--- config.mk ---
export PLATFORM = sky130hd
export DESIGN_NAME = rr_sel_arbiter
export DESIGN_NICKNAME = d
export VERILOG_FILES = /design/src/rtl/rr_sel_arbiter.sv
export SDC_FILE = /design/constraint.sdc
export NUM_CORES = 1
export LEC_CHECK = 0
export ABC_AREA = 1
export CORE_MARGIN = 2
export CORE_UTILIZATION = 40
export DETAILED_ROUTE_END_ITERATION = 7
export SLEW_MARGIN = 10
export SYNTH_ARGS = -nofsm -noshare
export SYNTH_HDL_FRONTEND = slang
export SYNTH_SLANG_ARGS = --single-unit
--- constraint.sdc ---
create_clock -name clk -period 2.09 [get_ports clk]
set_input_delay 0.418 -clock clk [delete_from_list [all_inputs] [get_ports clk]]
set_output_delay 0.418 -clock clk [all_outputs]
set_load 0.005 [all_outputs]
--- src/rtl/rr_sel_arbiter.sv ---
// Round-robin packet-locking arbiter driving the select of a downstream N-way data mux.
// Holds a grant until the last beat transfers or the beat limit forces a release.
module rr_sel_arbiter #(
    parameter int SEL_WIDTH = 2,
    parameter int MAX_BEATS = 16,
    parameter int CNT_WIDTH = 16
) (
    input  logic                      clk,
    input  logic                      rst_n,
    input  logic [(1<<SEL_WIDTH)-1:0] req,
    input  logic [(1<<SEL_WIDTH)-1:0] req_last,
    input  logic                      out_ready,
    output logic [SEL_WIDTH-1:0]      sel,
    output logic [(1<<SEL_WIDTH)-1:0] grant,
    output logic                      grant_valid,
    output logic                      locked,
    output logic                      err_overrun
);

    localparam int N = 1 << SEL_WIDTH;
    localparam logic [CNT_WIDTH-1:0] LAST_CNT = CNT_WIDTH'(MAX_BEATS - 1);

    typedef enum logic {IDLE, GRANT} state_t;

    state_t               state, state_nxt;
    logic [SEL_WIDTH-1:0] ptr, ptr_nxt, sel_nxt;
    logic [N-1:0]         grant_nxt;
    logic [CNT_WIDTH-1:0] cnt, cnt_nxt;
    logic                 locked_nxt, ovr_nxt;

    logic [SEL_WIDTH-1:0] ptr_eop;
    logic [SEL_WIDTH:0]   pick_idle, pick_eop;
    logic                 xfer, at_limit, eop, forced;

    // Scan from base downwards in priority so the closest requester overwrites the rest.
    function automatic logic [SEL_WIDTH:0] pick(input logic [N-1:0] r,
                                                input logic [SEL_WIDTH-1:0] base);
        logic [SEL_WIDTH-1:0] idx;
        logic [SEL_WIDTH-1:0] win;
        logic                 found;
        win   = '0;
        found = 1'b0;
        for (int k = N - 1; k >= 0; k--) begin
            idx = base + SEL_WIDTH'(k);
            if (r[idx]) begin
                win   = idx;
                found = 1'b1;
            end
        end
        return {found, win};
    endfunction

    function automatic logic [N-1:0] onehot(input logic [SEL_WIDTH-1:0] idx);
        return {{(N-1){1'b0}}, 1'b1} << idx;
    endfunction

    assign grant_valid = rst_n && locked && req[sel];
    assign xfer        = grant_valid && out_ready;
    assign at_limit    = (cnt == LAST_CNT);
    assign eop         = xfer && (req_last[sel] || at_limit);
    assign forced      = xfer && !req_last[sel] && at_limit;
    assign ptr_eop     = sel + SEL_WIDTH'(1);
    assign pick_idle   = pick(req, ptr);
    assign pick_eop    = pick(req, ptr_eop);

    always_comb begin
        state_nxt  = state;
        sel_nxt    = sel;
        grant_nxt  = grant;
        locked_nxt = locked;
        ptr_nxt    = ptr;
        cnt_nxt    = cnt;
        ovr_nxt    = 1'b0;
        case (state)
            IDLE: begin
                if (pick_idle[SEL_WIDTH]) begin
                    state_nxt  = GRANT;
                    sel_nxt    = pick_idle[SEL_WIDTH-1:0];
                    grant_nxt  = onehot(pick_idle[SEL_WIDTH-1:0]);
                    locked_nxt = 1'b1;
                    cnt_nxt    = '0;
                end
            end
            GRANT: begin
                if (eop) begin
                    ptr_nxt = ptr_eop;
                    ovr_nxt = forced;
                    cnt_nxt = '0;
                    // Handover is computed against the advanced pointer: no idle bubble.
                    if (pick_eop[SEL_WIDTH]) begin
                        sel_nxt   = pick_eop[SEL_WIDTH-1:0];
                        grant_nxt = onehot(pick_eop[SEL_WIDTH-1:0]);
                    end else begin
                        state_nxt  = IDLE;
                        grant_nxt  = '0;
                        locked_nxt = 1'b0;
                    end
                end else if (xfer) begin
                    cnt_nxt = cnt + CNT_WIDTH'(1);
                end
            end
            default: begin
                state_nxt  = IDLE;
                grant_nxt  = '0;
                locked_nxt = 1'b0;
            end
        endcase
    end

    always_ff @(posedge clk) begin
        if (!rst_n) begin
            state       <= IDLE;
            sel         <= '0;
            grant       <= '0;
            locked      <= 1'b0;
            err_overrun <= 1'b0;
            ptr         <= '0;
            cnt         <= '0;
        end else begin
            state       <= state_nxt;
            sel         <= sel_nxt;
            grant       <= grant_nxt;
            locked      <= locked_nxt;
            err_overrun <= ovr_nxt;
            ptr         <= ptr_nxt;
            cnt         <= cnt_nxt;
        end
    end

endmodule

==> results_tabular.tex, run 1 <==
\begin{tabular}{lr}
\hline
Metric & Value \\
\hline
\multicolumn{2}{l}{\textbf{Run status}} \\
\quad Status & completed \\
\multicolumn{2}{l}{\textbf{Power and ir drop}} \\
\quad Internal power & 0.000838 W \\
\quad Leak pwr & 1.19 nW \\
\quad Sequential share of power & 44.2\% \\
\quad Net switching power of the design & 0.000410 W \\
\quad Proportion of total power due to net switching & 32.9\% \\
\quad Total power density per cell area & 504 nW/um2 \\
\quad Portion of total power attributed to combinational logic & 31.5\% \\
\quad Power Total & 0.00125 W \\
\quad Fraction of power consumed by the clock network & between 20\% and 30\% \\
\quad Maximum ir drop on the vdd rail & 0.375 mV \\
\multicolumn{2}{l}{\textbf{Job}} \\
\quad Max-cap violation count & 0 \\
\multicolumn{2}{l}{\textbf{STA}} \\
\quad Worst-case headroom to the max-slew limit & 75.1\% \\
\quad Highest attainable clock frequency & just over 500 MHz \\
\quad Worst-Margin Slew & 370 ps \\
\quad Share of the clock period used by the worst path after layout & 92.8\% \\
\quad Setup tns final & 0 ps \\
\quad Final number of setup-violating endpoints & 0 \\
\quad Hold violation total from the final report & 0 \\
\quad Number of max-slew violations in the final report & 0 \\
\quad Min Clock Period, post-route & 1940 ps \\
\quad Clock skew & 6.61 ps \\
\quad RSZ-0062 raised after global routing & no \\
\multicolumn{2}{l}{\textbf{Clock tree}} \\
\quad Clock sink count & 27 \\
\quad Number of buffers on the longest clock path & 2 \\
\quad Post-CTS Hold Fix Bufs & 0 \\
\quad Post-cts resize count & 1 \\
\quad Clock tree root buffer cell & clkbuf\_8 \\
\quad Clock slew seen by the registers of the worst setup and hold paths & 90 ps \\
\quad TritonCTS clock tree & yes \\
\quad CTS H-tree lvls & 1 \\
\quad Number of buffers inserted during clock tree synthesis & 3 \\
\quad Worst skew pair latency & 270 ps \\
\quad Postcts setup bufs & 0 \\
\multicolumn{2}{l}{\textbf{Cells and area}} \\
\quad Diode count & 0 \\
\quad Post-layout nets & 383 \\
\quad Filler instances & 535 \\
\quad Core utilization of the finished layout & 49.1\% \\
\quad Fraction of final layout cells sized beyond drive strength 1 & around 16\% \\
\quad Layout overhead on the synthesized area & 19.9\% \\
\multicolumn{2}{l}{\textbf{Synth}} \\
\quad Average cell area after synthesis & 6.22 um2 \\
\quad Sequential fraction of the synthesis area & 26.2\% \\
\quad Flop and latch count out of synthesis & 27 \\
\quad Portion of synthesized cell area occupied by the leading cell type & a little over a quarter \\
\quad Net count after synthesis & 344 \\
\quad Top area cells in the synthesized netlist & dfxtp\_1 26\%, nand2\_1 21\%, inv\_1 8.5\% \\
\quad Library cells used by synthesis & 31 \\
\quad Number of synthesis warnings & 0 \\
\quad Number of standard cells after synthesis & 332 \\
\quad Area leader, netlist & dfxtp\_1 \\
\quad Syn Std Cell Area & 2060 um2 \\
\multicolumn{2}{l}{\textbf{Route}} \\
\quad Drt pass-1 iters & 4 \\
\quad Routed Antenna Nets & 0 \\
\quad Vias & approximately 2000 \\
\quad Average routed wire per standard cell & roughly 11 um \\
\quad DRC marker count from the first detailed-route iteration & $\sim$110 \\
\quad Number of remaining DRC errors & 0 \\
\quad Mean number of vias per cell & 4.57 \\
\quad Post-detailed-routing wire length & roughly 4700 um \\
\multicolumn{2}{l}{\textbf{Floorplanning}} \\
\quad Die width & 75.8 um \\
\quad Die extent in y & 75.8 um \\
\quad Starting density of the core & 40.9\% \\
\quad Die ar. & between 5000 and 6000 um2 \\
\quad Core area & 5040 um2 \\
\quad Std cell rows & 26 \\
\quad IO Count & 20 \\
\multicolumn{2}{l}{\textbf{Setup path}} \\
\quad Critical Setup Path Class & in2out \\
\quad Required time of the worst setup path & 1670 ps \\
\quad Critical Path End Type & output port \\
\quad Max Fanout on Critical Path & 2 \\
\quad Slack of the worst reg-to-reg path & 280 ps \\
\quad CP startpoint kind & input port \\
\quad Arr. time, crit path & between 1500 and 2000 ps \\
\multicolumn{2}{l}{\textbf{Hold path}} \\
\quad Classification of the worst-slack hold path & reg2reg \\
\multicolumn{2}{l}{\textbf{Placed design}} \\
\quad Input/output buffers & 19 \\
\quad Final weighted congestion in routability-driven placement & 0.826 \\
\quad DP HPWL & 3620 um \\
\multicolumn{2}{l}{\textbf{Global routing}} \\
\quad Overall overflow remaining after global route & 0 \\
\quad Number of antenna violations at the first check in global routing & 0 \\
\quad Maximum number of pins on one net before global-route repair & 21 \\
\quad Via count of the first global-routing pass & 1721 \\
\quad Total track usage & 16.7\% \\
\quad First-pass GRT wire length & 7570 um \\
\hline
\end{tabular}
## synth_stat cells
cell and number:
a2111oi_0 1, a21oi_1 15, a21oi_2 4, and2_4 1, buf_12 1, buf_2 2, buf_6 4, clkbuf_4 1
dfxtp_1 27, ha_1 1, inv_1 47, inv_2 2, inv_4 3, nand2_1 118, nand2_2 10, nand2_4 3
nand2_8 2, nand3_1 29, nand3_2 2, nand3_4 2, nand3b_1 4, nand4_1 5, nor2_1 21, nor2_2 3
nor2_8 2, nor3_1 6, nor4_1 1, o21ai_0 10, o21ai_1 2, or2_0 1, xor2_1 2
## per-layer routing
layer | up-vias | GRT usage (%) | wire (um)
met5 | - | 0 | 0
met4 | 0 | 2.34 | 31
met3 | 4 | 2.38 | 113
met2 | 23 | 24.9 | 1880
met1 | 868 | 25.9 | 2640
li1 | 1115 | - | -
## cell families (layout without fill, tap and decap cells)
| group | after synthesis | in the layout | synth area share, % |
|---|---|---|---|
| adder cells (fa/ha/maj) | 1 | 1 | 0.606 |
| AND/OR/NAND/NOR | 210 | 210 | 49.9 |
| AO/OA/AOI/OAI | 32 | 32 | 8.67 |
| flip-flops | 27 | 27 | 26.2 |
| buffers and inverters | 60 | 98 | 13.8 |
| XOR/XNOR | 2 | 2 | 0.849 |
## layout make-up
class / instances / area [um2] / area share, %
Tap cell: 70 / 87.6 / 3.54
Sequential cell: 27 / 541 / 21.8
Clock buffer: 4 / 45.0 / 1.82
Timing Repair Buffer: 42 / 362 / 14.6
Inverter: 52 / 203 / 8.19
Multi-Input combinational cell: 245 / 1240 / 50.0
## registers in the layout, indices dropped and copies added, names as in the netlist
name and flops:
state 1, ptr 2, locked 1, err_overrun 1
grant 4, cnt 16, sel 2
## final timing paths
check        startpoint          end  cells past startpoint
min              locked       locked                      2
min reg2reg      locked       locked                      2
max reg2reg      sel[0]       cnt[0]                     12
max              req[1]  grant_valid                      8
## critical path, stage by stage
cell and delay (ps):
clkdlybuf4s50_1 480, inv_1 60, nand2_1 70, nand2_1 80, nand2_2 80, nand3_4 70
inv_1 50, dlygate4sd2_1 220
## through the flow
stage | hold slack (ps) | instances | cell area, um2 | setup WS (ps)
after floorplan | 455 | 332 | 2060 | 492
after global placement | 462 | 436 | 2430 | -114
after detailed placement | 463 | 436 | 2430 | -127
after CTS | 484 | 440 | 2480 | 135
after global routing | 502 | 440 | 2480 | 8.16
final | 474 | 440 | 2480 | 151
## power groups by stage
stage | Combinational [W] | Sequential [W] | Clock (W)
5_1_grt | 0.000440 | 0.000556 | 0.000339
3_5_place_dp | 0.000393 | 0.000564 | 0
4_1_cts | 0.000395 | 0.000552 | 0.000319
2_1_floorplan | 0.000278 | 0.000558 | 0
3_3_place_gp | 0.000389 | 0.000564 | 0
6_report | 0.000393 | 0.000552 | 0.000304
## placed cells by master (no fill, tap or decap), types with 4 or more instances in the layout
master / count
o21ai_0: 10
nand3_1: 29
nand2_2: 10
buf_4: 23
inv_1: 47
a21oi_2: 4
nor2_1: 21
a21oi_1: 15
clkdlybuf4s50_1: 18
dfxtp_1: 27
nand4_1: 5
nand2_1: 118
nand3b_1: 4
nor3_1: 6
Power figures use the tool's default switching activity.
==> run 2, diff against run 1 <==
Clock period 2.09 ns to 1.6 ns, I/O delays scaled along.
==> run 2 against run 1 <==
Effect of this change: worst setup slack worse by 110 ps; hold slack lost 2.4 ps; sequential share of layout area down 2.6 points; clock-buffer cell count decreased by 1; critical endpoint is now sel[1]; largest cell class unchanged; highest routed layer unchanged.
==> results_tabular.tex, run 2 (synthesis gave the netlist of run 1 again) <==
\begin{tabular}{lr}
\hline
Metric & Value \\
\hline
\multicolumn{2}{l}{\textbf{Route}} \\
\quad Mean number of vias per cell & 4.75 (was 4.57) \\
\quad Post-detailed-routing wire length & 5220 um (was 4660 um) \\
\quad DRC marker count from the first detailed-route iteration & 119 (was 108) \\
\quad Average routed wire per standard cell & 11.3 um (was 10.6 um) \\
\quad Drt pass-1 iters & 4 (unchanged) \\
\quad Vias & 2195 (was 2010) \\
\quad Number of remaining DRC errors & 0 (unchanged) \\
\quad Routed Antenna Nets & 0 (unchanged) \\
\multicolumn{2}{l}{\textbf{Setup path}} \\
\quad Critical Setup Path Class & reg2reg (was in2out) \\
\quad Delay of the slowest critical-path stage & 410 ps (was 480 ps) \\
\quad Crit. Startpoint & sel[0] (was req[1]) \\
\quad Slack of the worst reg-to-reg path & 40 ps (was 280 ps) \\
\quad Arr. time, crit path & 1730 ps (was 1520 ps) \\
\quad Ordered list of cells on the worst path & inv\_4, nand2\_4, nand2\_2, nand2\_2, nand3\_4, nor2\_8, nand3\_4, nand2\_8, o21ai\_0, nor2\_1, nor2\_1 (was clkdlybuf4s50\_1, inv\_1, nand2\_1, nand2\_1, nand2\_2, nand3\_4, inv\_1, dlygate4sd2\_1) \\
\quad Top cell family by delay on the critical path & simple AND/OR/NAND/NOR gates (was buffers and inverters) \\
\quad CP startpoint kind & register (was input port) \\
\quad Number of buffer and inverter instances along the worst setup path & 1 (was 4) \\
\quad Max Fanout on Critical Path & 9 (was 2) \\
\quad Required time of the worst setup path & 1770 ps (was 1670 ps) \\
\quad Highest-delay cell along the critical path & dfxtp\_4 (was clkdlybuf4s50\_1) \\
\quad Reg-to-reg startpoint & sel[0] (unchanged) \\
\quad Critical Path End Type & register (was output port) \\
\multicolumn{2}{l}{\textbf{Power and ir drop}} \\
\quad Total power density per cell area & 621 nW/um2 (was 504 nW/um2) \\
\quad Leak pwr & 1.35 nW (was 1.19 nW) \\
\quad Maximum ir drop on the vdd rail & 0.409 mV (was 0.375 mV) \\
\multicolumn{2}{l}{\textbf{STA}} \\
\quad Post-route worst hold slack & 472 ps (was 474 ps) \\
\quad RSZ-0062 raised after global routing & yes (was no) \\
\quad Final number of setup-violating endpoints & 0 (unchanged) \\
\quad Worst-case headroom to the max-slew limit & 72.6\% (was 75.1\%) \\
\quad Setup tns final & 0 ps (unchanged) \\
\quad Worst-Margin Slew & 411 ps (was 370 ps) \\
\quad Share of the clock period used by the worst path after layout & 97.2\% \\
\quad Highest attainable clock frequency & 643 MHz \\
\quad Hold violation total from the final report & 0 (unchanged) \\
\quad Min Clock Period, post-route & 1560 ps \\
\quad Number of max-slew violations in the final report & 0 (unchanged) \\
\quad Clock skew & 11.0 ps (was 6.61 ps) \\
\multicolumn{2}{l}{\textbf{Global routing}} \\
\quad Maximum number of pins on one net before global-route repair & 21 (unchanged) \\
\quad Overall overflow remaining after global route & 0 (unchanged) \\
\quad Number of antenna violations at the first check in global routing & 0 (unchanged) \\
\quad Total track usage & 18.0\% (was 16.7\%) \\
\quad First-pass GRT wire length & 8060 um (was 7570 um) \\
\quad Via count of the first global-routing pass & 1791 (was 1721) \\
\multicolumn{2}{l}{\textbf{Placed design}} \\
\quad Input/output buffers & 19 (unchanged) \\
\quad DP HPWL & 3650 um (was 3620 um) \\
\quad Dpl cells & 451 (was 436) \\
\quad Cell Area, Placed & 2540 um2 (was 2430 um2) \\
\quad Final weighted congestion in routability-driven placement & 0.828 (was 0.826) \\
\multicolumn{2}{l}{\textbf{Clock tree}} \\
\quad Clock tree root buffer cell & clkbuf\_8 (unchanged) \\
\quad Number of buffers on the longest clock path & 2 (unchanged) \\
\quad CTS H-tree lvls & 1 (unchanged) \\
\quad TritonCTS clock tree & yes (unchanged) \\
\quad Clock slew seen by the registers of the worst setup and hold paths & 100 ps (was 90 ps) \\
\quad Worst skew pair latency & 290 ps (was 270 ps) \\
\quad Number of buffers inserted during clock tree synthesis & 3 (unchanged) \\
\quad Clock sink count & 27 (unchanged) \\
\multicolumn{2}{l}{\textbf{Run status}} \\
\quad Status & completed (unchanged) \\
\multicolumn{2}{l}{\textbf{Cells and area}} \\
\quad Post-route standard cell area excluding fillers & 2870 um2 (was 2480 um2) \\
\quad Register with the highest flop count & cnt (unchanged) \\
\quad Core utilization of the finished layout & 56.9\% (was 49.1\%) \\
\quad Largest registers & cnt x16, grant x4 (unchanged) \\
\quad Most common cell after layout, fill and taps aside & nand2\_1 (unchanged) \\
\quad Max FFs per register & 16 (unchanged) \\
\quad Diode count & 0 (unchanged) \\
\quad Post-layout nets & 405 (was 383) \\
\quad Fraction of final layout cells sized beyond drive strength 1 & 34.4\% (was 16.2\%) \\
\quad Layout overhead on the synthesized area & 39.0\% (was 19.9\%) \\
\quad Final instance count without filler cells & 462 (was 440) \\
\quad Highest-count cells in the layout ignoring fill and taps & 98 x nand2\_1, 42 x inv\_1, 36 x buf\_4 (was 118 x nand2\_1, 47 x inv\_1, 29 x nand3\_1) \\
\multicolumn{2}{l}{\textbf{Floorplanning}} \\
\quad IO Count & 20 (unchanged) \\
\quad Die ar. & 5750 um2 (unchanged) \\
\quad Die width & 75.8 um (unchanged) \\
\quad Core area & 5040 um2 (unchanged) \\
\quad Die extent in y & 75.8 um (unchanged) \\
\quad Starting density of the core & 40.9\% (unchanged) \\
\quad Std cell rows & 26 (unchanged) \\
\multicolumn{2}{l}{\textbf{Hold path}} \\
\quad Startpoint of the most critical hold path & locked (unchanged) \\
\quad Classification of the worst-slack hold path & reg2reg (unchanged) \\
\multicolumn{2}{l}{\textbf{Job}} \\
\quad Max-cap violation count & 0 (unchanged) \\
\hline
\end{tabular}
run 2: final cells by class:
cell class              instances  area, um2
clock inverters                 1       5.00
flip-flops and latches         27        553
inverters                      52        203
repair buffers                 61        518
clock buffers                   3       41.3
well taps                      70       87.6
multi-input cells             248       1460
fillers                       492       2170
run 2: timing repair:
item,CTS,global route
resized for setup,26,58
buffers inserted,0,4
pin swaps,5,15
gates cloned,0,3
setup endpoints to repair,27,27
hold buffers,0,0
run 2: worst reg2reg max path, cell delays in order, from the launching register on:
cell,delay [ps]
dfxtp_4,410
inv_4,70
nand2_4,60
nand2_2,60
nand2_2,70
nand3_4,100
nor2_8,160
nand3_4,140
nand2_8,140
o21ai_0,100
nor2_1,90
nor2_1,60
run 2: routing by layer:
metal	part of all wire [%]	track usage [%]	vias to the layer above
li1	-	-	1166
met1	53	28.1	967
met2	42	25.0	55
met3	3.6	2.65	7
met4	1.4	5.46	0
met5	0	0	-
run 2: path summary, 6_finish.rpt:
path | end | cells after the start
worst max-delay path | sel[1] | 11
worst min-delay path | locked | 2
worst max register to register | sel[1] | 11
worst min register to register | locked | 2
run 2: per-stage QoR:
| step | total power [W] | setup WS, ps |
|---|---|---|
| floorplan | 0.00109 | 1.91 |
| global placement | 0.00128 | -459 |
| detailed placement | 0.00128 | -481 |
| CTS | 0.00170 | -20.0 |
| global route | 0.00189 | -110 |
| finish | 0.00178 | 44.2 |
run 2: report_power, final:
group,internal [W],switching (W)
Clock,0.000176,0.000245
Sequential,0.000699,0.0000218
Combinational,0.000282,0.000359
==> run 3, diff against run 2 <==
Settings changed: CORE_MARGIN 2 to default.
Clock period 1.6 ns to 1.65 ns, I/O delays scaled along.
==> run 3 against run 2 <==
Effect of this change: global-route usage up 1.4 points; critical endpoint is now sel[1]; largest power group unchanged; highest routed layer unchanged; die area decreased by 5.2%; clock-buffer cell count unchanged.
==> results_tabular.tex, run 3 (synthesis gave the netlist of run 1 again) <==
\begin{tabular}{lr}
\hline
Metric & Value \\
\hline
\multicolumn{2}{l}{\textbf{Placed design}} \\
\quad DP HPWL & 3750 um (was 3650 um) \\
\quad Worst slack, placed & -439 ps (was -481 ps) \\
\quad Final weighted congestion in routability-driven placement & 0.830 (was 0.828) \\
\quad Cell Area, Placed & 2530 um2 (was 2540 um2) \\
\quad Input/output buffers & 19 (unchanged) \\
\multicolumn{2}{l}{\textbf{Clock tree}} \\
\quad TritonCTS clock tree & yes (unchanged) \\
\quad Number of buffers on the longest clock path & 2 (unchanged) \\
\quad Clock tree root buffer cell & clkbuf\_8 (unchanged) \\
\quad Clock sink count & 27 (unchanged) \\
\quad Post-CTS Hold Fix Bufs & 0 (unchanged) \\
\quad CTS H-tree lvls & 1 (unchanged) \\
\quad Number of buffers inserted during clock tree synthesis & 3 (unchanged) \\
\quad Worst skew pair latency & 280 ps (was 290 ps) \\
\quad Clock slew seen by the registers of the worst setup and hold paths & 100 ps (about the same) \\
\multicolumn{2}{l}{\textbf{STA}} \\
\quad Clock skew & 10.2 ps (was 11.0 ps) \\
\quad Highest attainable clock frequency & 625 MHz \\
\quad Min Clock Period, post-route & 1600 ps \\
\quad Hold violation total from the final report & 0 (unchanged) \\
\quad Worst-case headroom to the max-slew limit & 74.3\% (was 72.6\%) \\
\quad Number of max-slew violations in the final report & 0 (unchanged) \\
\quad RSZ-0062 raised after global routing & yes (unchanged) \\
\quad Final number of setup-violating endpoints & 0 (unchanged) \\
\quad Worst-Margin Slew & 385 ps (was 411 ps) \\
\quad Setup tns final & 0 ps (unchanged) \\
\quad Post-route worst hold slack & 470 ps (was 472 ps) \\
\quad Least setup slack across all paths after layout & 50.0 ps (was 44.2 ps) \\
\quad Share of the clock period used by the worst path after layout & between 90\% and 100\% \\
\multicolumn{2}{l}{\textbf{Route}} \\
\quad Number of remaining DRC errors & 0 (unchanged) \\
\quad Routed Antenna Nets & 0 (unchanged) \\
\quad Mean number of vias per cell & 4.73 (was 4.75) \\
\quad Post-detailed-routing wire length & 5090 um (was 5220 um) \\
\quad Average routed wire per standard cell & 11.2 um (was 11.3 um) \\
\quad DRC marker count from the first detailed-route iteration & 107 (was 119) \\
\quad Vias & 2150 (was 2195) \\
\quad Drt pass-1 iters & 4 (unchanged) \\
\multicolumn{2}{l}{\textbf{Setup path}} \\
\quad R2r worst-path depth & 10 (was 11) \\
\quad Termination of the worst setup path & sel[1] (unchanged) \\
\quad Slack of the worst reg-to-reg path & 80 ps (was 40 ps) \\
\quad Crit. Startpoint & sel[1] (was sel[0]) \\
\quad Critical Path End Type & output port (was register) \\
\quad End of the worst register-to-register path & sel[1] (unchanged) \\
\quad Required time of the worst setup path & 1320 ps (was 1770 ps) \\
\quad Arr. time, crit path & 1270 ps (was 1730 ps) \\
\quad Critical Setup Path Class & reg2out (was reg2reg) \\
\quad CP startpoint kind & register (unchanged) \\
\quad Max Fanout on Critical Path & 4 (was 9) \\
\quad Reg-to-reg startpoint & cnt[1] (was sel[0]) \\
\multicolumn{2}{l}{\textbf{Global routing}} \\
\quad Maximum number of pins on one net before global-route repair & 20 (was 21) \\
\quad Overall overflow remaining after global route & 0 (unchanged) \\
\quad Total track usage & 19.4\% (was 18.0\%) \\
\quad First-pass GRT wire length & 8300 um (was 8060 um) \\
\quad Via count of the first global-routing pass & 1891 (was 1791) \\
\quad Number of antenna violations at the first check in global routing & 0 (unchanged) \\
\multicolumn{2}{l}{\textbf{Cells and area}} \\
\quad Fraction of final layout cells sized beyond drive strength 1 & 28.4\% (was 34.4\%) \\
\quad Diode count & 0 (unchanged) \\
\quad Layout overhead on the synthesized area & 33.0\% (was 39.0\%) \\
\quad Most common cell after layout, fill and taps aside & nand2\_1 (unchanged) \\
\quad Register with the highest flop count & cnt (unchanged) \\
\quad Post-layout nets & 401 (was 405) \\
\quad Highest-count cells in the layout ignoring fill and taps & 107 x nand2\_1, 43 x inv\_1, 37 x buf\_4 (was 98 x nand2\_1, 42 x inv\_1, 36 x buf\_4) \\
\quad Largest registers & cnt x16, grant x4 (unchanged) \\
\quad Post-route standard cell area excluding fillers & 2750 um2 (was 2870 um2) \\
\quad Max FFs per register & 16 (unchanged) \\
\quad Filler instances & 471 (was 492) \\
\multicolumn{2}{l}{\textbf{Floorplanning}} \\
\quad Die ar. & 5450 um2 (was 5750 um2) \\
\quad Std cell rows & 25 (was 26) \\
\quad IO Count & 20 (unchanged) \\
\quad Starting density of the core & 42.6\% (was 40.9\%) \\
\quad Core area & 4850 um2 (was 5040 um2) \\
\quad Die width & 73.8 um (was 75.8 um) \\
\quad Die extent in y & 73.8 um (was 75.8 um) \\
\multicolumn{2}{l}{\textbf{Power and ir drop}} \\
\quad Leak pwr & 1.30 nW (was 1.35 nW) \\
\quad Maximum ir drop on the vdd rail & 0.399 mV (was 0.409 mV) \\
\quad Total power density per cell area & 615 nW/um2 (was 621 nW/um2) \\
\quad Power Total & 0.00169 W (was 0.00178 W) \\
\multicolumn{2}{l}{\textbf{Job}} \\
\quad Max-cap violation count & 0 (unchanged) \\
\multicolumn{2}{l}{\textbf{Run status}} \\
\quad Status & completed (unchanged) \\
\multicolumn{2}{l}{\textbf{Hold path}} \\
\quad Classification of the worst-slack hold path & reg2reg (unchanged) \\
\hline
\end{tabular}
[run 3: how the worst min path moves through the flow]
stage / startpoint / endpoint / slack (ps) / cells past startpoint
floorplan: cnt[9] / cnt[9] / 450 / 2
CTS: locked / locked / 480 / 2
global placement: locked / locked / 460 / 2
finish: locked / locked / 470 / 2
global route: locked / locked / 500 / 2
detailed placement: locked / locked / 460 / 2
[run 3: final cells by class]
cell class	instances	area (um2)	area share (%)
multi-input combinational	246	1370	49.9
sequential	27	552	20.1
timing repair buffer	59	489	17.8
inverter	52	203	7.38
tap	67	83.8	3.05
clock buffer	3	41.3	1.50
clock inverter	1	7.51	0.273
[run 3: worst max-delay path, stage by stage (launching register included)]
cell,delay [ps]
dfxtp_2,370
buf_4,120
clkdlybuf4s50_1,500
[run 3: routing by layer]
metal / routed length [um] / up-vias / global-route usage, % / share of wire [%]
met5: 0 / - / 0 / 0
met4: 19 / 0 / 4.06 / 0.37
met3: 172 / 2 / 2.06 / 3.4
met1: 2650 / 959 / 29.7 / 52
li1: - / 1154 / - / -
met2: 2250 / 35 / 28.7 / 44
[run 3: report_power, final]
part           total, W  internal (W)  switching (W)
Combinational  0.000583      0.000256       0.000327
Sequential     0.000699      0.000678      0.0000210
Clock          0.000408      0.000172       0.000236
[run 3: through the flow]
step	std cells	util (%)
after floorplan	332	-
after global placement	446	52.1
after detailed placement	446	52.1
after CTS	450	53.5
after global routing	455	56.6
final	455	56.6
[run 3: repair_timing]
item,4_1_cts,5_1_grt
setup endpoints to repair,26,25
resized for setup,21,35
pin swaps,4,16
buffers inserted,0,4
cloned,0,1
